## src/rtl/ps2_hex_display.sv

```systemverilog
`default_nettype none
// =============================================================================
// ps2_hex_display: PS/2 keyboard frame receiver driving a multi-digit hex
// seven-segment display (active-low), with optional break-code suppression.
// Revision: 1.0
// =============================================================================
module ps2_hex_display #(
    parameter int NUM_DIGITS     = 2,
    parameter int TIMEOUT_CYCLES = 50000,
    parameter int BREAK_FILTER   = 1
) (
    input  logic                      CLOCK,
    input  logic                      RESET,
    input  logic                      SCL,
    input  logic                      SDA,
    output logic [7:0]                RX_DATA,
    output logic                      DATA_VALID,
    output logic                      FRAME_ERR,
    output logic [7*NUM_DIGITS-1:0]   LED_SEG
);

    localparam int          TW       = $clog2(TIMEOUT_CYCLES + 1);
    localparam logic [TW-1:0] TMO_LAST = TW'(TIMEOUT_CYCLES - 1);
    localparam int          DW       = 4 * NUM_DIGITS;

    typedef enum logic [1:0] {
        IDLE   = 2'd0,
        DATA   = 2'd1,
        PARITY = 2'd2,
        STOP   = 2'd3
    } state_t;

    state_t          state_q, state_d;
    logic            scl_meta_q, scl_sync_q, scl_prev_q;
    logic            sda_meta_q, sda_sync_q;
    logic [2:0]      bit_cnt_q, bit_cnt_d;
    logic [7:0]      shift_q, shift_d;
    logic            par_q, par_d;
    logic [TW-1:0]   tmo_q, tmo_d;
    logic [7:0]      rx_q, rx_d;
    logic            dv_q, dv_d;
    logic            err_q, err_d;
    logic            brk_q, brk_d;
    logic [DW-1:0]   disp_q, disp_d;
    logic [DW-1:0]   w_disp_shifted;
    logic            w_fe;
    logic            w_timeout;

    assign w_fe      = scl_prev_q & ~scl_sync_q;
    assign w_timeout = (state_q != IDLE) && (tmo_q == TMO_LAST);

    always_ff @(posedge CLOCK or negedge RESET) begin
        if (!RESET) begin
            scl_meta_q <= 1'b1;
            scl_sync_q <= 1'b1;
            scl_prev_q <= 1'b1;
            sda_meta_q <= 1'b1;
            sda_sync_q <= 1'b1;
            state_q    <= IDLE;
            bit_cnt_q  <= '0;
            shift_q    <= '0;
            par_q      <= 1'b0;
            tmo_q      <= '0;
            rx_q       <= '0;
            dv_q       <= 1'b0;
            err_q      <= 1'b0;
            brk_q      <= 1'b0;
            disp_q     <= '0;
        end else begin
            scl_meta_q <= SCL;
            scl_sync_q <= scl_meta_q;
            scl_prev_q <= scl_sync_q;
            sda_meta_q <= SDA;
            sda_sync_q <= sda_meta_q;
            state_q    <= state_d;
            bit_cnt_q  <= bit_cnt_d;
            shift_q    <= shift_d;
            par_q      <= par_d;
            tmo_q      <= tmo_d;
            rx_q       <= rx_d;
            dv_q       <= dv_d;
            err_q      <= err_d;
            brk_q      <= brk_d;
            disp_q     <= disp_d;
        end
    end

    // Frame FSM; an SCL falling edge takes priority over an expiring timeout.
    always_comb begin
        state_d   = state_q;
        bit_cnt_d = bit_cnt_q;
        shift_d   = shift_q;
        par_d     = par_q;
        rx_d      = rx_q;
        dv_d      = 1'b0;
        err_d     = 1'b0;
        tmo_d     = (w_fe || state_q == IDLE) ? '0 : tmo_q + TW'(1);
        if (w_fe) begin
            case (state_q)
                IDLE: begin
                    if (!sda_sync_q) begin
                        state_d   = DATA;
                        bit_cnt_d = '0;
                    end
                end
                DATA: begin
                    shift_d = {sda_sync_q, shift_q[7:1]};
                    if (bit_cnt_q == 3'd7) begin
                        state_d   = PARITY;
                        bit_cnt_d = '0;
                    end else begin
                        bit_cnt_d = bit_cnt_q + 3'd1;
                    end
                end
                PARITY: begin
                    par_d   = sda_sync_q;
                    state_d = STOP;
                end
                STOP: begin
                    if (sda_sync_q && (^{shift_q, par_q})) begin
                        rx_d = shift_q;
                        dv_d = 1'b1;
                    end else begin
                        err_d = 1'b1;
                    end
                    state_d = IDLE;
                end
                default: state_d = IDLE;
            endcase
        end else if (w_timeout) begin
            state_d   = IDLE;
            err_d     = 1'b1;
            bit_cnt_d = '0;
        end
    end

    generate
        if (NUM_DIGITS == 2) begin : g_shift_min
            assign w_disp_shifted = rx_q;
        end else begin : g_shift_wide
            assign w_disp_shifted = {disp_q[DW-9:0], rx_q};
        end
    endgenerate

    // 0xF0 arms the break flag; the byte after it only disarms it.
    always_comb begin
        disp_d = disp_q;
        brk_d  = brk_q;
        if (dv_q) begin
            if ((BREAK_FILTER != 0) && brk_q) begin
                brk_d = 1'b0;
            end else if ((BREAK_FILTER != 0) && (rx_q == 8'hF0)) begin
                brk_d = 1'b1;
            end else begin
                disp_d = w_disp_shifted;
            end
        end
    end

    function automatic logic [6:0] hex7(input logic [3:0] v);
        case (v)
            4'h0: hex7 = 7'h40;
            4'h1: hex7 = 7'h79;
            4'h2: hex7 = 7'h24;
            4'h3: hex7 = 7'h30;
            4'h4: hex7 = 7'h19;
            4'h5: hex7 = 7'h12;
            4'h6: hex7 = 7'h02;
            4'h7: hex7 = 7'h78;
            4'h8: hex7 = 7'h00;
            4'h9: hex7 = 7'h10;
            4'hA: hex7 = 7'h08;
            4'hB: hex7 = 7'h03;
            4'hC: hex7 = 7'h46;
            4'hD: hex7 = 7'h21;
            4'hE: hex7 = 7'h06;
            default: hex7 = 7'h0E;
        endcase
    endfunction

    generate
        for (genvar k = 0; k < NUM_DIGITS; k++) begin : g_digit
            assign LED_SEG[7*k +: 7] = hex7(disp_q[4*k +: 4]);
        end
    endgenerate

    assign RX_DATA    = rx_q;
    assign DATA_VALID = dv_q;
    assign FRAME_ERR  = err_q;

endmodule
`default_nettype wire

```

## config.mk

```make
export PLATFORM = sky130hd
export DESIGN_NAME = ps2_hex_display
export DESIGN_NICKNAME = d
export VERILOG_FILES = /design/src/rtl/ps2_hex_display.sv
export SDC_FILE = /design/constraint.sdc
export NUM_CORES = 1
export LEC_CHECK = 0
export ABC_CLOCK_PERIOD_IN_PS = 1880
export CORE_AREA = 2 2 79 81
export DETAILED_ROUTE_END_ITERATION = 8
export DIE_AREA = 0 0 81 83
export PLACE_DENSITY = 0.86
export SLEW_MARGIN = 20
export SYNTH_ARGS = -nofsm -noshare
export SYNTH_HDL_FRONTEND = slang
export SYNTH_SLANG_ARGS = --single-unit
```

## constraint.sdc

```tcl
create_clock -name CLOCK -period 1.88 [get_ports CLOCK]
set_input_delay 0.188 -clock CLOCK [delete_from_list [all_inputs] [get_ports CLOCK]]
set_output_delay 0.188 -clock CLOCK [all_outputs]
set_load 0.1 [all_outputs]
```

## Word level (Yosys, flattened, before mapping)

Memories as Yosys holds them, arrays and structs flattened.
Index checks and enable logic that the tools add are counted.

| cells by class | value |
|---|---|
| equality and inequality tests | 9 |
| reductions and logical operators | 13 |
| mux-type cells | 20 |
| bitwise logic cells | 4 |
| add/sub/neg operators | 2 |

Operators with widths:

| kind | count |
|---|---|
| $add A16 B1 Y16 const B | 1 |
| $eq A16 B16 Y1 const B | 1 |
| $mux W16 | 1 |
| $mux W3 | 4 |
| $reduce_and A3 Y1 | 4 |
| $mux W1 | 9 |
| $reduce_xor A9 Y1 | 1 |
| $eq A8 B8 Y1 const B | 1 |
| $mux W2 | 4 |
| $pmux W2 S4 | 1 |
| $ne A3 B3 Y1 const B | 2 |
| $pmux W3 S2 | 1 |
| $eq A2 B2 Y1 const B | 2 |
| $reduce_and A2 Y1 | 2 |
| $reduce_bool A2 Y1 | 2 |
| $add A3 B1 Y3 const B | 1 |
| $eq A3 B3 Y1 const B | 1 |
| $ne A3 B1 Y1 const B | 1 |
| $not A1 Y1 | 3 |
| $eq A2 B1 Y1 const B | 1 |
| $logic_and A1 B1 Y1 | 2 |
| $logic_not A2 Y1 | 1 |
| $and A1 B1 Y1 | 1 |
| $logic_or A1 B1 Y1 | 1 |

| storage, ports and cells | value |
|---|---|
| logic and storage cells | 65 |
| bits in registers | 54 |
| memory bits (read-only) | 224 |
| memories | 2 |
| input port bits | 4 |

Memories:

| memory | words | bits a word | rd ports | clocked after Yosys merged registers in | write ports | RTL line | text |
|---|---|---|---|---|---|---|---|
| (no name shown) | 16 | 7 | 1 | 0 | 0 | 161 | `case (v)` |
| (no name shown) | 16 | 7 | 1 | 0 | 0 | 161 |  |

## Longest topological paths before layout

| depth | value |
|---|---|
| depth in word-level cells | 5 |
| depth in mapped cells | 6 |
| mapped depth without buffers | 6 |

## Worst setup path before layout

OpenSTA, ideal clock, no wires.

| timing | value |
|---|---|
| kind | register -> output |
| start point | register disp_q[5] |
| end point | output port LED_SEG[7] |
| stages on the path, launching flop included | 5 |
| buffers on the path | 0 |
| slack | -1371 ps |
| arrival | 3063 ps |
| cells stage by stage | dfrtp_1 inv_1 ha_1 nor2b_1 o31ai_1 |

| between the ends | value |
|---|---|
| word-level cells in the longest chain between the ends | 1 |

Ends and longest elaborated chain:

| what | RTL line | text |
|---|---|---|
| start: declaration | 44 | `logic [DW-1:0] disp_q, disp_d;` |
| start signal: assignment | 84 | `disp_q <= disp_d;` |
| $mem_v2 Z16 W7 | n/a |  |
| end: declaration | 19 | `output logic [7*NUM_DIGITS-1:0] LED_SEG` |

Every way passes these cells.

## Worst setup path in the final report

| timing | value |
|---|---|
| start point | register disp_q[5] |
| end point | output port LED_SEG[10] |

Same word-level chain as after synthesis.

==> results.py <==
metrics = {
    "logic_synthesis": {
        "synth_warnings": 0,
        "ys_seq_elements": 54,
        "synth_cells": 268,
        "ys_async_sr_fraction_pct": 100,
        "ys_seq_area_share_pct": 46.7,
        "synth_cell_types": 42,
        "ys.flop_type": "dfrtp_1",
        "syn-num-nets": 291,
        "synth-edff-count": 0,
        "syn-mean-instance-area_sq_um": 10.8,
        "synth_area_sq_um": 2910,
    },
    "pwr": {
        "powerDensity_nw_per_um2": 1030,
        "peakVddDrop_mv": 0.914,
        "combPwrFrac_pct": 41.8,
        "pwr-share-seq_pct": 38.9,
        "power.switching_mw": 1.50,
        "p_int_mw": 2.51,
        "pwr-share-clk_pct": 19.3,
        "power_mw": 4.02,
        "power.leakage_nw": 1.67,
        "swShare_pct": 37.5,
    },
    "floorplanning": {
        "die_y_microns": 83,
        "initial_core_util_pct": 50.0,
        "die_x_microns": 81,
        "core_sq_um": 5820,
        "rows": 28,
        "die_area_sq_um": 6720,
        "ioPinCount": 28,
    },
    "placed_design": {
        "gp_congestion": 0.805,
        "pre_cts_slack_ns": -0.00771,
        "placed_cell_area_sq_um": 3560,
        "placed_cells_incl_taps": 378,
        "dp.final_hpwl_microns": 4000,
        "portBuffers": 27,
    },
    "critical_path": {
        "r2r-end": "RX_DATA[5]",
        "worstPathArrival_ns": 1.78,
        "worstReg2RegStart": "shift_q[1]",
        "crit_fanout": 5,
        "worst-path-buf-inv": 3,
        "rr_worst_depth": 5,
        "path_class": "flop to primary output",
        "critPathSlowestCell": "mux4_2",
        "cp_num_cells": 5,
        "cp_cell_sequence": "inv_2 > ha_4 > inv_2 > mux4_2 > buf_12",
        "required_ns": 1.69,
        "crit_path_max_incr_delay_ns": 0.48,
        "critPathLaunchType": "flop",
        "rrSetupSlack_ns": 0.05,
        "cp-end-kind": "primary output",
        "critical-path-top-delay-family": "multiplexers",
        "path_common_cell": "inv_2",
    },
    "route": {
        "wl_microns": 5950,
        "vias": 2140,
        "drt_iter0_drc": 53,
        "wire_per_inst_microns": 15.2,
        "drc": 0,
        "drtAntennaViolNets": 0,
        "drtPass1Iterations": 4,
        "vias_per_cell": 5.46,
    },
    "job": {
        "maxCapViolCount": 0,
    },
    "clocking": {
        "ctsHtreeMaxLevel": 2,
        "cts_max_path_buffers": 2,
        "cts_buffers": 5,
        "clock_latency_ns": 0.31,
        "clkTransAtPathRegs_ns": 0.10,
        "cts_tree": "yes",
        "cts-root-buf": "clkbuf_8",
        "cts_sinks": 54,
    },
    "timing": {
        "hold_viol": 11,
        "drv_slew": 0,
        "hold_ws_ns": -0.0202,
        "finalClockSkew_ns": 0.00630,
        "worst_slew_pin_slew_ns": 0.667,
        "period_share_pct": 105,
        "setup-tns-final_ns": -0.132,
        "period_needed_ns": 1.97,
        "rsz0062_at_grt": "true",
        "relSlewSlack_pct": 55.6,
        "max_freq_mhz": 508,
        "fin_ws_ns": -0.0872,
        "setup_violations": 2,
    },
    "outcome": {
        "violations": "hold timing, setup timing",
        "status": "finished with violations",
    },
    "grt": {
        "grt-ovfl-total": 0,
        "grt_first_pass_wirelength_microns": 9520,
        "antenna_found_initial": 0,
        "grtUsageTotal_pct": 17.6,
        "grt_max_degree": 55,
        "grt_pass1_vias": 2088,
    },
    "final_layout": {
        "syn2layout_area_growth_pct": 34.4,
        "nets": 339,
        "antenna_cells": 0,
        "final_cells": 392,
        "drive_gt1_share_pct": 45.1,
        "utilization_pct": 67.2,
        "final_cell_area_sq_um": 3910,
    },
    "hold_path": {
        "hp-class": "input pin to asynchronous set/reset pin",
    },
}
state kept, by name (all words and copies together), names as in the netlist, 2 cells and up:
name       count
RX_DATA        8
state_q        2
bit_cnt_q      3
tmo_q         16
shift_q        8
disp_q         8
cells in the mapped netlist, types with 2 or more instances:
master,count,area (sq um)
nand2b_1,5,31.3
nand2_1,22,82.6
o21a_1,2,15.0
nand3_1,9,45.0
xnor2_1,13,114
nor4_1,7,43.8
inv_1,14,52.6
a21oi_1,7,35.0
nor2_1,18,67.6
o22ai_1,2,12.5
a32oi_1,3,26.3
a22o_1,2,17.5
dfrtp_1,49,1230
xor2_1,2,17.5
mux2i_1,3,30.0
nor3_1,5,25.0
nor2b_1,6,37.5
clkbuf_1,5,18.8
o31ai_1,2,15.0
nand4_1,3,18.8
dfstp_2,5,131
ha_1,19,238
o211ai_1,3,22.5
o21ai_0,16,80.1
or3_1,5,31.3
mux2_2,25,282
worst register-to-register path, stage by stage, from the launching register on:
cell	delay, ns
dfrtp_1	0.40
xor2_1	0.16
xnor3_2	0.43
mux2i_4	0.26
buf_12	0.15
mux2_2	0.33
metal layers:
layer | up-vias | GRT usage, % | routed length [microns]
met5 | - | 0 | 0
met2 | 50 | 30.8 | 3190
li1 | 1045 | - | -
met4 | 0 | 2.77 | 61
met3 | 10 | 3.80 | 193
met1 | 1035 | 22.6 | 2510
cells in the final DEF, fill, tap and decap left out, drive strengths merged, types with 2 or more instances in the layout:
cell / instances
dfrtp: 49
buf: 44
mux2: 25
nand2: 22
ha: 19
nor2: 18
o21ai: 16
inv: 14
xnor2: 13
nand3: 9
nor4: 7
a21oi: 7
nor2b: 6
nand2b: 5
nor3: 5
or3: 5
clkbuf: 5
dfstp: 5
mux2i: 4
nand4: 3
o211ai: 3
a32oi: 3
o21a: 2
xor2: 2
o22ai: 2
a22o: 2
clkinvlp: 2
clkdlybuf4s50: 2
o31ai: 2
worst max-delay path by stage:
stage                        to  startpoint  slack (ns)
finish              LED_SEG[10]   disp_q[5]       -0.09
global route        LED_SEG[10]   disp_q[5]       -0.16
CTS                 LED_SEG[10]   disp_q[5]       -0.11
detailed placement   RX_DATA[5]  shift_q[5]      -0.008
global placement     RX_DATA[6]  shift_q[1]        0.08
floorplan           LED_SEG[12]   disp_q[7]       -0.10
cell families after synthesis:
| family | synth area share [%] |
|---|---|
| AOI/OAI and AO/OA | 8.74 |
| and+or+nand+nor | 15.5 |
| xor gates and xnor gates | 6.20 |
| muxes | 12.3 |
| buffers and inverters | 2.45 |
| DFF | 46.7 |
| adders and majority gates | 8.18 |
layout make-up:
cell class | count | area, sq um
clock buffers | 5 | 68.8
clock inverters | 3 | 45.0
fillers | 421 | 1910
inverters | 14 | 55.1
multi-input cells | 195 | 1720
flip-flops and latches | 54 | 1370
well taps | 75 | 93.8
repair buffers | 46 | 547
power by group through the flow:
stage / registers, mW / clock network [mW] / logic (mW)
6_report: 1.56 / 0.777 / 1.68
5_1_grt: 1.59 / 0.839 / 1.79
4_1_cts: 1.55 / 0.791 / 1.56
3_5_place_dp: 1.57 / 0 / 1.55
3_3_place_gp: 1.55 / 0 / 1.52
2_1_floorplan: 1.75 / 0 / 0.961
what timing repair did:
action | 4_1_cts | 5_1_grt
pin swaps | 4 | 9
buffers inserted | 3 | 3
endpoints found under the hold margin | 0 | 0
hold buffers | 0 | 0
resized for setup | 10 | 40
endpoints found under the setup margin | 17 | 26
(Power assumes the default switching activity.)
